==> src/rtl/alu_pkg.sv <==
// Shared ALU select codes, datapath widths and the arbiter FSM state type.
// Contents:
//   DATA_W, SEL_W         ALU operand/result width and select width
//   ALU_AND..ALU_NOR      ALU select encodings
//   arb_state_t           IDLE -> EXEC -> RESP arbiter sequence
//   is_zero()             zero detect used for the response flag
package alu_pkg;

  localparam int unsigned DATA_W = 32;
  localparam int unsigned SEL_W  = 4;

  localparam logic [SEL_W-1:0] ALU_AND = 4'b0000;
  localparam logic [SEL_W-1:0] ALU_OR  = 4'b0001;
  localparam logic [SEL_W-1:0] ALU_ADD = 4'b0010;
  localparam logic [SEL_W-1:0] ALU_SUB = 4'b0110;
  localparam logic [SEL_W-1:0] ALU_SLT = 4'b0111;
  localparam logic [SEL_W-1:0] ALU_NOR = 4'b1100;

  typedef enum logic [1:0] {
    IDLE = 2'd0,
    EXEC = 2'd1,
    RESP = 2'd2
  } arb_state_t;

  function automatic logic is_zero(input logic [DATA_W-1:0] v);
    return (v == '0);
  endfunction

endpackage

==> src/rtl/alu_arb_pick.sv <==
// Combinational winner select for the ALU arbiter.
// Build option ARB_ROUND_ROBIN_EN:
//   defined   - first valid requester at or after rr_ptr_i, wrapping
//   undefined - fixed priority, lowest index wins (no rr_ptr_i port)
// Ports:
//   req_valid_i  per-requester valid
//   rr_ptr_i     round-robin start index (round-robin build only)
//   grant_o      one-hot grant, zero when nothing is valid
//   idx_o        encoded winner index (0 when nothing is valid)
//   any_valid_o  at least one requester is valid
module alu_arb_pick #(
  parameter int unsigned NUM_REQ = 4,
  parameter int unsigned ID_W    = 2
) (
  input  logic [NUM_REQ-1:0] req_valid_i,
`ifdef ARB_ROUND_ROBIN_EN
  input  logic [ID_W-1:0]    rr_ptr_i,
`endif
  output logic [NUM_REQ-1:0] grant_o,
  output logic [ID_W-1:0]    idx_o,
  output logic               any_valid_o
);

  logic found;

  // Scan requesters in priority order; the first valid one wins.
  always_comb begin
    found       = 1'b0;
    idx_o       = '0;
    any_valid_o = |req_valid_i;
`ifdef ARB_ROUND_ROBIN_EN
    for (int unsigned k = 0; k < NUM_REQ; k++) begin
      int unsigned cand;
      cand = 32'(rr_ptr_i) + k;
      if (cand >= NUM_REQ) cand = cand - NUM_REQ;
      if (!found && req_valid_i[ID_W'(cand)]) begin
        found = 1'b1;
        idx_o = ID_W'(cand);
      end
    end
`else
    for (int unsigned k = 0; k < NUM_REQ; k++) begin
      if (!found && req_valid_i[ID_W'(k)]) begin
        found = 1'b1;
        idx_o = ID_W'(k);
      end
    end
`endif
    grant_o = found ? (NUM_REQ'(1) << idx_o) : '0;
  end

endmodule

==> src/rtl/alu_arbiter.sv <==
// Shares one combinational 32-bit ALU between NUM_REQ requesters.
// One operation in flight: IDLE (grant + latch operands) -> EXEC (ALU driven,
// result captured) -> RESP (response held until accepted).
// Build option ARB_ROUND_ROBIN_EN selects round-robin arbitration; otherwise
// fixed priority with the lowest index winning.
// Ports:
//   clk, rst_n                 clock, async active-low reset
//   req_valid/req_ready        per-requester handshake (ready is one-hot or 0)
//   req_op1/req_op2/req_sel    packed per-requester operands and select
//   alu_op1/alu_op2/alu_sel    registered drive to the ALU
//   alu_c                      ALU result (combinational)
//   rsp_valid/rsp_ready        response handshake
//   rsp_id/rsp_c/rsp_z         winner index, captured result, zero flag
module alu_arbiter
  import alu_pkg::*;
#(
  parameter int unsigned NUM_REQ = 4,
  parameter int unsigned ID_W    = 2
) (
  input  logic                      clk,
  input  logic                      rst_n,
  input  logic [NUM_REQ-1:0]        req_valid,
  output logic [NUM_REQ-1:0]        req_ready,
  input  logic [NUM_REQ*DATA_W-1:0] req_op1,
  input  logic [NUM_REQ*DATA_W-1:0] req_op2,
  input  logic [NUM_REQ*SEL_W-1:0]  req_sel,
  output logic [DATA_W-1:0]         alu_op1,
  output logic [DATA_W-1:0]         alu_op2,
  output logic [SEL_W-1:0]          alu_sel,
  input  logic [DATA_W-1:0]         alu_c,
  output logic                      rsp_valid,
  input  logic                      rsp_ready,
  output logic [ID_W-1:0]           rsp_id,
  output logic [DATA_W-1:0]         rsp_c,
  output logic                      rsp_z
);

  arb_state_t          state_q, state_d;
  logic [DATA_W-1:0]   alu_op1_q, alu_op1_d;
  logic [DATA_W-1:0]   alu_op2_q, alu_op2_d;
  logic [SEL_W-1:0]    alu_sel_q, alu_sel_d;
  logic                rsp_valid_q, rsp_valid_d;
  logic [ID_W-1:0]     rsp_id_q, rsp_id_d;
  logic [DATA_W-1:0]   rsp_c_q, rsp_c_d;
  logic                rsp_z_q, rsp_z_d;
`ifdef ARB_ROUND_ROBIN_EN
  logic [ID_W-1:0]     rr_ptr_q, rr_ptr_d;
`endif

  logic [NUM_REQ-1:0]  grant_c;
  logic [ID_W-1:0]     win_idx_c;
  logic                any_valid_c;

  alu_arb_pick #(
    .NUM_REQ (NUM_REQ),
    .ID_W    (ID_W)
  ) u_pick (
    .req_valid_i (req_valid),
`ifdef ARB_ROUND_ROBIN_EN
    .rr_ptr_i    (rr_ptr_q),
`endif
    .grant_o     (grant_c),
    .idx_o       (win_idx_c),
    .any_valid_o (any_valid_c)
  );

  // Next-state and handshake logic; registers hold unless a state updates them.
  always_comb begin
    state_d     = state_q;
    alu_op1_d   = alu_op1_q;
    alu_op2_d   = alu_op2_q;
    alu_sel_d   = alu_sel_q;
    rsp_valid_d = rsp_valid_q;
    rsp_id_d    = rsp_id_q;
    rsp_c_d     = rsp_c_q;
    rsp_z_d     = rsp_z_q;
`ifdef ARB_ROUND_ROBIN_EN
    rr_ptr_d    = rr_ptr_q;
`endif
    req_ready   = '0;

    unique case (state_q)
      IDLE: begin
        if (any_valid_c) begin
          req_ready = grant_c;
          alu_op1_d = req_op1[DATA_W*win_idx_c +: DATA_W];
          alu_op2_d = req_op2[DATA_W*win_idx_c +: DATA_W];
          alu_sel_d = req_sel[SEL_W*win_idx_c +: SEL_W];
          rsp_id_d  = win_idx_c;
`ifdef ARB_ROUND_ROBIN_EN
          // Pointer moves past the winner only when a grant is taken.
          rr_ptr_d  = (win_idx_c == ID_W'(NUM_REQ - 1)) ? '0 : win_idx_c + ID_W'(1);
`endif
          state_d   = EXEC;
        end
      end
      EXEC: begin
        rsp_c_d     = alu_c;
        rsp_z_d     = is_zero(alu_c);
        rsp_valid_d = 1'b1;
        state_d     = RESP;
      end
      RESP: begin
        if (rsp_ready) begin
          rsp_valid_d = 1'b0;
          state_d     = IDLE;
        end
      end
      default: begin
        state_d = IDLE;
      end
    endcase
  end

  // State and data registers.
  always_ff @(posedge clk or negedge rst_n) begin
    if (!rst_n) begin
      state_q     <= IDLE;
      alu_op1_q   <= '0;
      alu_op2_q   <= '0;
      alu_sel_q   <= ALU_AND;
      rsp_valid_q <= 1'b0;
      rsp_id_q    <= '0;
      rsp_c_q     <= '0;
      rsp_z_q     <= 1'b0;
`ifdef ARB_ROUND_ROBIN_EN
      rr_ptr_q    <= '0;
`endif
    end else begin
      state_q     <= state_d;
      alu_op1_q   <= alu_op1_d;
      alu_op2_q   <= alu_op2_d;
      alu_sel_q   <= alu_sel_d;
      rsp_valid_q <= rsp_valid_d;
      rsp_id_q    <= rsp_id_d;
      rsp_c_q     <= rsp_c_d;
      rsp_z_q     <= rsp_z_d;
`ifdef ARB_ROUND_ROBIN_EN
      rr_ptr_q    <= rr_ptr_d;
`endif
    end
  end

  assign alu_op1   = alu_op1_q;
  assign alu_op2   = alu_op2_q;
  assign alu_sel   = alu_sel_q;
  assign rsp_valid = rsp_valid_q;
  assign rsp_id    = rsp_id_q;
  assign rsp_c     = rsp_c_q;
  assign rsp_z     = rsp_z_q;

endmodule

==> config.mk <==
export PLATFORM = sky130hd
export DESIGN_NAME = alu_arbiter
export DESIGN_NICKNAME = d
export VERILOG_FILES = /design/src/rtl/alu_pkg.sv /design/src/rtl/alu_arb_pick.sv /design/src/rtl/alu_arbiter.sv
export SDC_FILE = /design/constraint.sdc
export NUM_CORES = 1
export LEC_CHECK = 0
export ABC_AREA = 1
export BUFFER_PORTS_ARGS = -buffer_cell sky130_fd_sc_hd__buf_2
export CAP_MARGIN = 20
export CORE_AREA = 2 2 162 164
export CTS_BUF_LIST = sky130_fd_sc_hd__clkbuf_16
export DETAILED_ROUTE_END_ITERATION = 8
export DIE_AREA = 0 0 164 166
export PLACE_DENSITY = 0.68
export SLEW_MARGIN = 20
export SYNTH_ARGS = -nofsm -noshare
export SYNTH_HDL_FRONTEND = slang
export SYNTH_SLANG_ARGS = --single-unit
==> constraint.sdc <==
create_clock -name clk -period 1.47 [get_ports clk]
set_input_delay 0.0735 -clock clk [delete_from_list [all_inputs] [get_ports clk]]
set_output_delay 0.0735 -clock clk [all_outputs]
set_load 0.005 [all_outputs]
# Yosys cells after proc, flatten, opt, wreduce, memory -nomap -nowiden
# Cells that the tools add are included.
# word_totals
register_bits	106
in_bits	311
word_cells	44
# op_classes
n_eq_ne	4
shifts	4
n_mux	15
reduce_logical	13
# ops
cell	count
$shiftx 128x8->32	2
$logic_not 32->1	1
$shiftx 16x5->4	1
$mux 4	3
$mux 2	4
$mux 1	6
$pmux 2 s3	1
$reduce_and 2->1	3
$ne 2x2->1 const B	2
$reduce_or 4->1	1
$shl 1x2->4 const A	1
$logic_and 1x1->1	3
$logic_not 1->1	3
$eq 2x1->1 const B	1
$eq 2x2->1 const B	1
$logic_not 2->1	1
$pmux 1 s2	1
$reduce_bool 2->1	1

# Logic depth before layout (Yosys ltp)
# depth
ltp_word	14
mapped_depth	10

# Modules after synthesis
# A second synthesis with hierarchy kept.
# unflattened
hier_cells	871
area_unflattened_um2	6346.1
# by_module_without_submodules
mod	n_inst	cells_per_inst	area_each_um2	seq_area_each_um2
alu_arbiter	1	855	6281.0	2652.5
alu_arb_pick	1	16	65.1	0.0

# Worst setup path after synthesis
# Ideal clock, no wire load.
# synth_path
path_kind	reg-to-reg
startpoint	reg state_q[0]
endpoint	reg alu_op1_q[0], in the netlist alu_op1[0]
arrival_ps	1196
slack_ps	157
path_stages_with_launch	8
path_cell_list	dfrtp_1 -> nor2_1 -> inv_1 -> a31oi_4 -> inv_2 -> clkbuf_1 -> nand2_1 -> nand2_1
# synth_via
elab_chain_cells	2
# synth_lines
item	line_no	rtl
start: declaration	alu_arbiter.sv:38	arb_state_t state_q, state_d;
start signal: assignment	alu_arbiter.sv:130	state_q <= state_d;
$logic_not 2->1	alu_arbiter.sv:82	unique case (state_q)
$reduce_and 2->1 (no line)	n/a	
end signal: assignment	alu_arbiter.sv:131	alu_op1_q <= alu_op1_d;
end: declaration	alu_arbiter.sv:39	logic [DATA_W-1:0] alu_op1_q, alu_op1_d;
# No other way between the ends.
# A chain may end at the register's enable or synchronous reset.

# Worst setup path in the final report
# layout_path
startpoint	reg state_q[0]
endpoint	out req_ready[2]
# layout_via
elab_chain_cells	2
# layout_lines
item	line_no	rtl
$logic_not 2->1	alu_arbiter.sv:82	
$mux 4	alu_arbiter.sv:82	
end: declaration	alu_arbiter.sv:23	output logic [NUM_REQ-1:0] req_ready,
# No other way between the ends.

==> flow_metrics.py <==
metrics = {
    "floorplanning": {
        "core_area_um2": 25600,
        "row_count": 59,
        "die_x_um": 164,
        "dieHeight_um": 166,
        "die-area_um2": 27200,
        "io_pins": 419,
        "initial_core_util": 0.297,
    },
    "clocking": {
        "htreeDepth": 3,
        "clockBufferDepth": 2,
        "cts.sinks": 106,
        "cts_tree": "done",
        "cts_buffers": 9,
        "worstSkewPairLatency_ns": 0.37,
        "root_buffer": "clkbuf_16",
        "clk_pin_slew_ns": 0.08,
    },
    "global_route": {
        "gr-usage-met1": 0.234,
        "grt_usage": 0.200,
        "met2_usage": 0.360,
        "antenna_found_initial": 1,
        "grt_pass1_vias": 8805,
        "grt.busiest_layer": "met2",
        "grt.overflow.total": 0,
        "grt_pass1_wl_mm": 43.6,
        "grtUsageMet3": 0.0375,
        "grt_max_degree": 89,
    },
    "sta": {
        "setup_viol": 2,
        "slew_headroom": 0.736,
        "hold_viol_final": 0,
        "fin_crit_ns": 1.54,
        "rsz0062_at_grt": "yes",
        "skew_ns": 0.0152,
        "worstMarginPinSlew_ns": 0.397,
        "timing.final.ws_setup_ns": -0.0679,
        "slew_violations": 0,
        "fin_crit_sh": 1.05,
        "hold_slack_ns": 0.0184,
        "finalSetupTns_ns": -0.0684,
        "fmax_ghz": 0.650,
    },
    "worst_setup_path": {
        "worstSetupPathType": "flop to output pin",
        "worstPathRequired_ns": 1.40,
        "start_kind": "flop",
        "path_cells": "nor2_2, inv_2, a31oi_4, buf_6, nand2_4, nor2_1, buf_2",
        "r2r_slack_ns": 0.05,
        "slowest_delay_ns": 0.39,
        "r2r-start": "state_q[0]",
        "crit_start": "state_q[0]",
        "cp_max_fo": 2,
        "end_kind": "output pin",
        "crit_slowest_cell": "dfrtp_1",
        "critPathArrivalTime_ns": 1.46,
    },
    "synth": {
        "syn_avg_cell_area_um2": 5.91,
        "synth_top_area_cell": "dfrtp_1",
        "synth_flop_cell": "dfrtp_1",
        "synthCells": 1286,
        "async_flop_share": 1.00,
        "syn_nets": 1597,
        "synth_top_area_share": 0.349,
        "ys_warn_count": 0,
        "synthDistinctLibCells": 16,
        "synth_sequential_area_ratio": 0.349,
        "synthTopCellsByArea": "dfrtp_1 (35%), nand2_1 (23%), nand3_1 (18%)",
        "synth-seq-cells": 106,
        "synth_edf_count": 0,
        "post-synth-top-count-cell": "nand2_1",
        "syn_area_um2": 7600,
        "yosys-top-cells-count": "nand2_1 (475), inv_1 (301), nand3_1 (275)",
    },
    "pwr": {
        "p_int_mw": 8.74,
        "p_per_area_nw_per_um2": 1370,
        "power.net_switching_mw": 6.18,
        "p_leak_nw": 7.11,
        "power_frac_seq": 0.348,
        "switching_share": 0.414,
        "clkPwrFrac": 0.174,
        "peakVddDrop_v": 0.000757,
        "p_comb_frac": 0.478,
    },
    "placement": {
        "gp_congestion": 0.892,
        "dp_hpwl_mm": 20.7,
        "io_buffers": 418,
    },
    "detailed_routing": {
        "ant_nets": 0,
        "initialDrtViolationCount": 488,
        "vias": 9132,
        "dr.pass1.iters": 5,
        "wl_per_cell_um": 13.9,
        "via_per_inst": 4.48,
        "drc": 0,
        "drt-total-wl_mm": 28.4,
    },
    "run_status": {
        "violations": "negative setup slack",
        "status": "finished with violations",
    },
    "final_layout": {
        "drive_gt1_frac": 0.283,
        "fin_nets": 2010,
        "syn2layout_area_growth_pct": 43.8,
    },
    "hold_path": {
        "hp-class": "input port to flop",
        "min-delay-start": "alu_c[26]",
    },
    "run": {
        "drv_cap": 0,
    },
}
[area by class of cell]
cell class	instances	area, um^2
Clock buffer	9	225
Sequential cell	106	2650
Antenna cell	1	2.50
Inverter	303	1140
Fill cell	2733	14700
Multi-Input combinational cell	797	3470
Timing Repair Buffer	482	2920
Clock inverter	7	93.8
Tap cell	335	419
[routing by layer]
| metal | wire (um) | up-vias |
|---|---|---|
| met3 | 1870 | 53 |
| met1 | 11700 | 4071 |
| met5 | 0 | - |
| met2 | 13800 | 370 |
| met4 | 917 | 0 |
| li1 | - | 4638 |
[power by group through the flow]
stage / clock (mW) / sequential [mW] / combinational [mW]
after floorplan: 0 / 5.25 / 3.14
after global placement: 0 / 5.21 / 6.57
after detailed placement: 0 / 5.22 / 6.66
after CTS: 2.70 / 5.19 / 6.81
after global routing: 2.83 / 5.36 / 8.04
final: 2.60 / 5.19 / 7.13
[cell families (layout without fill, tap and decap cells)]
family,count (synthesis),count (layout),synth area share
buffers and inverters,383,801,0.202
flip-flops,106,106,0.349
AO/OA/AOI/OAI,25,25,0.0191
AND/OR/NAND/NOR,772,772,0.430
other,0,1,0
[registers in the layout, summed over array words and instances (netlist names)]
name and count:
alu_op1 32, alu_op2 32, alu_sel 4, rsp_c 32
rsp_id 2, rsp_valid 1, rsp_z 1, state_q 2
[stage by stage]
stage	util	cells	setup slack [ns]	cell area [um^2]	power (mW)
floorplan	-	1286	0.157	7600	8.39
global placement	0.397	1987	0.0416	10200	11.8
detailed placement	0.397	1987	0.00362	10200	11.9
CTS	0.422	2035	-0.117	10800	14.7
global route	0.427	2040	-0.182	10900	16.2
finish	0.427	2040	-0.0679	10900	14.9
[cells in the final DEF, fill, tap and decap left out, drive strengths merged]
cell type	synthesis	final
clkinv	0	4
o21ai	24	24
dfrtp	106	106
nand3	275	275
clkbuf	29	11
inv	303	306
a31oi	1	1
nand4	4	4
diode	0	1
nor3	4	4
nand2	475	475
nor2	14	14
buf	51	450
dlygate4sd3	0	30
[worst max-delay path, delay by kind of cell, from the launching register on]
kind	cells	cell delay [ns]
DFF	1	0.39
buffers and inverters	3	0.33
and+or+nand+nor	3	0.23
AOI/OAI and AO/OA	1	0.16
[repair_timing]
action / in CTS / in global routing
resized for setup: 4 / 12
endpoints found under the hold margin: 136 / 0
gates cloned: 0 / 3
hold buffers: 30 / 0
setup buffers: 2 / 1
endpoints found under the setup margin: 3 / 59
pin swaps: 0 / 1
[worst paths after layout]
check                                to  depth (start not counted)
hold reg to reg              alu_op1[6]                          2
max in group asynchronous   alu_op1[23]                          3
min in group asynchronous     rsp_c[29]                          2
hold / removal                rsp_c[26]                          3
setup reg to reg            alu_op2[26]                          8
setup / recovery           req_ready[2]                          7
Note: power is estimated with default switching activity, not from simulation.
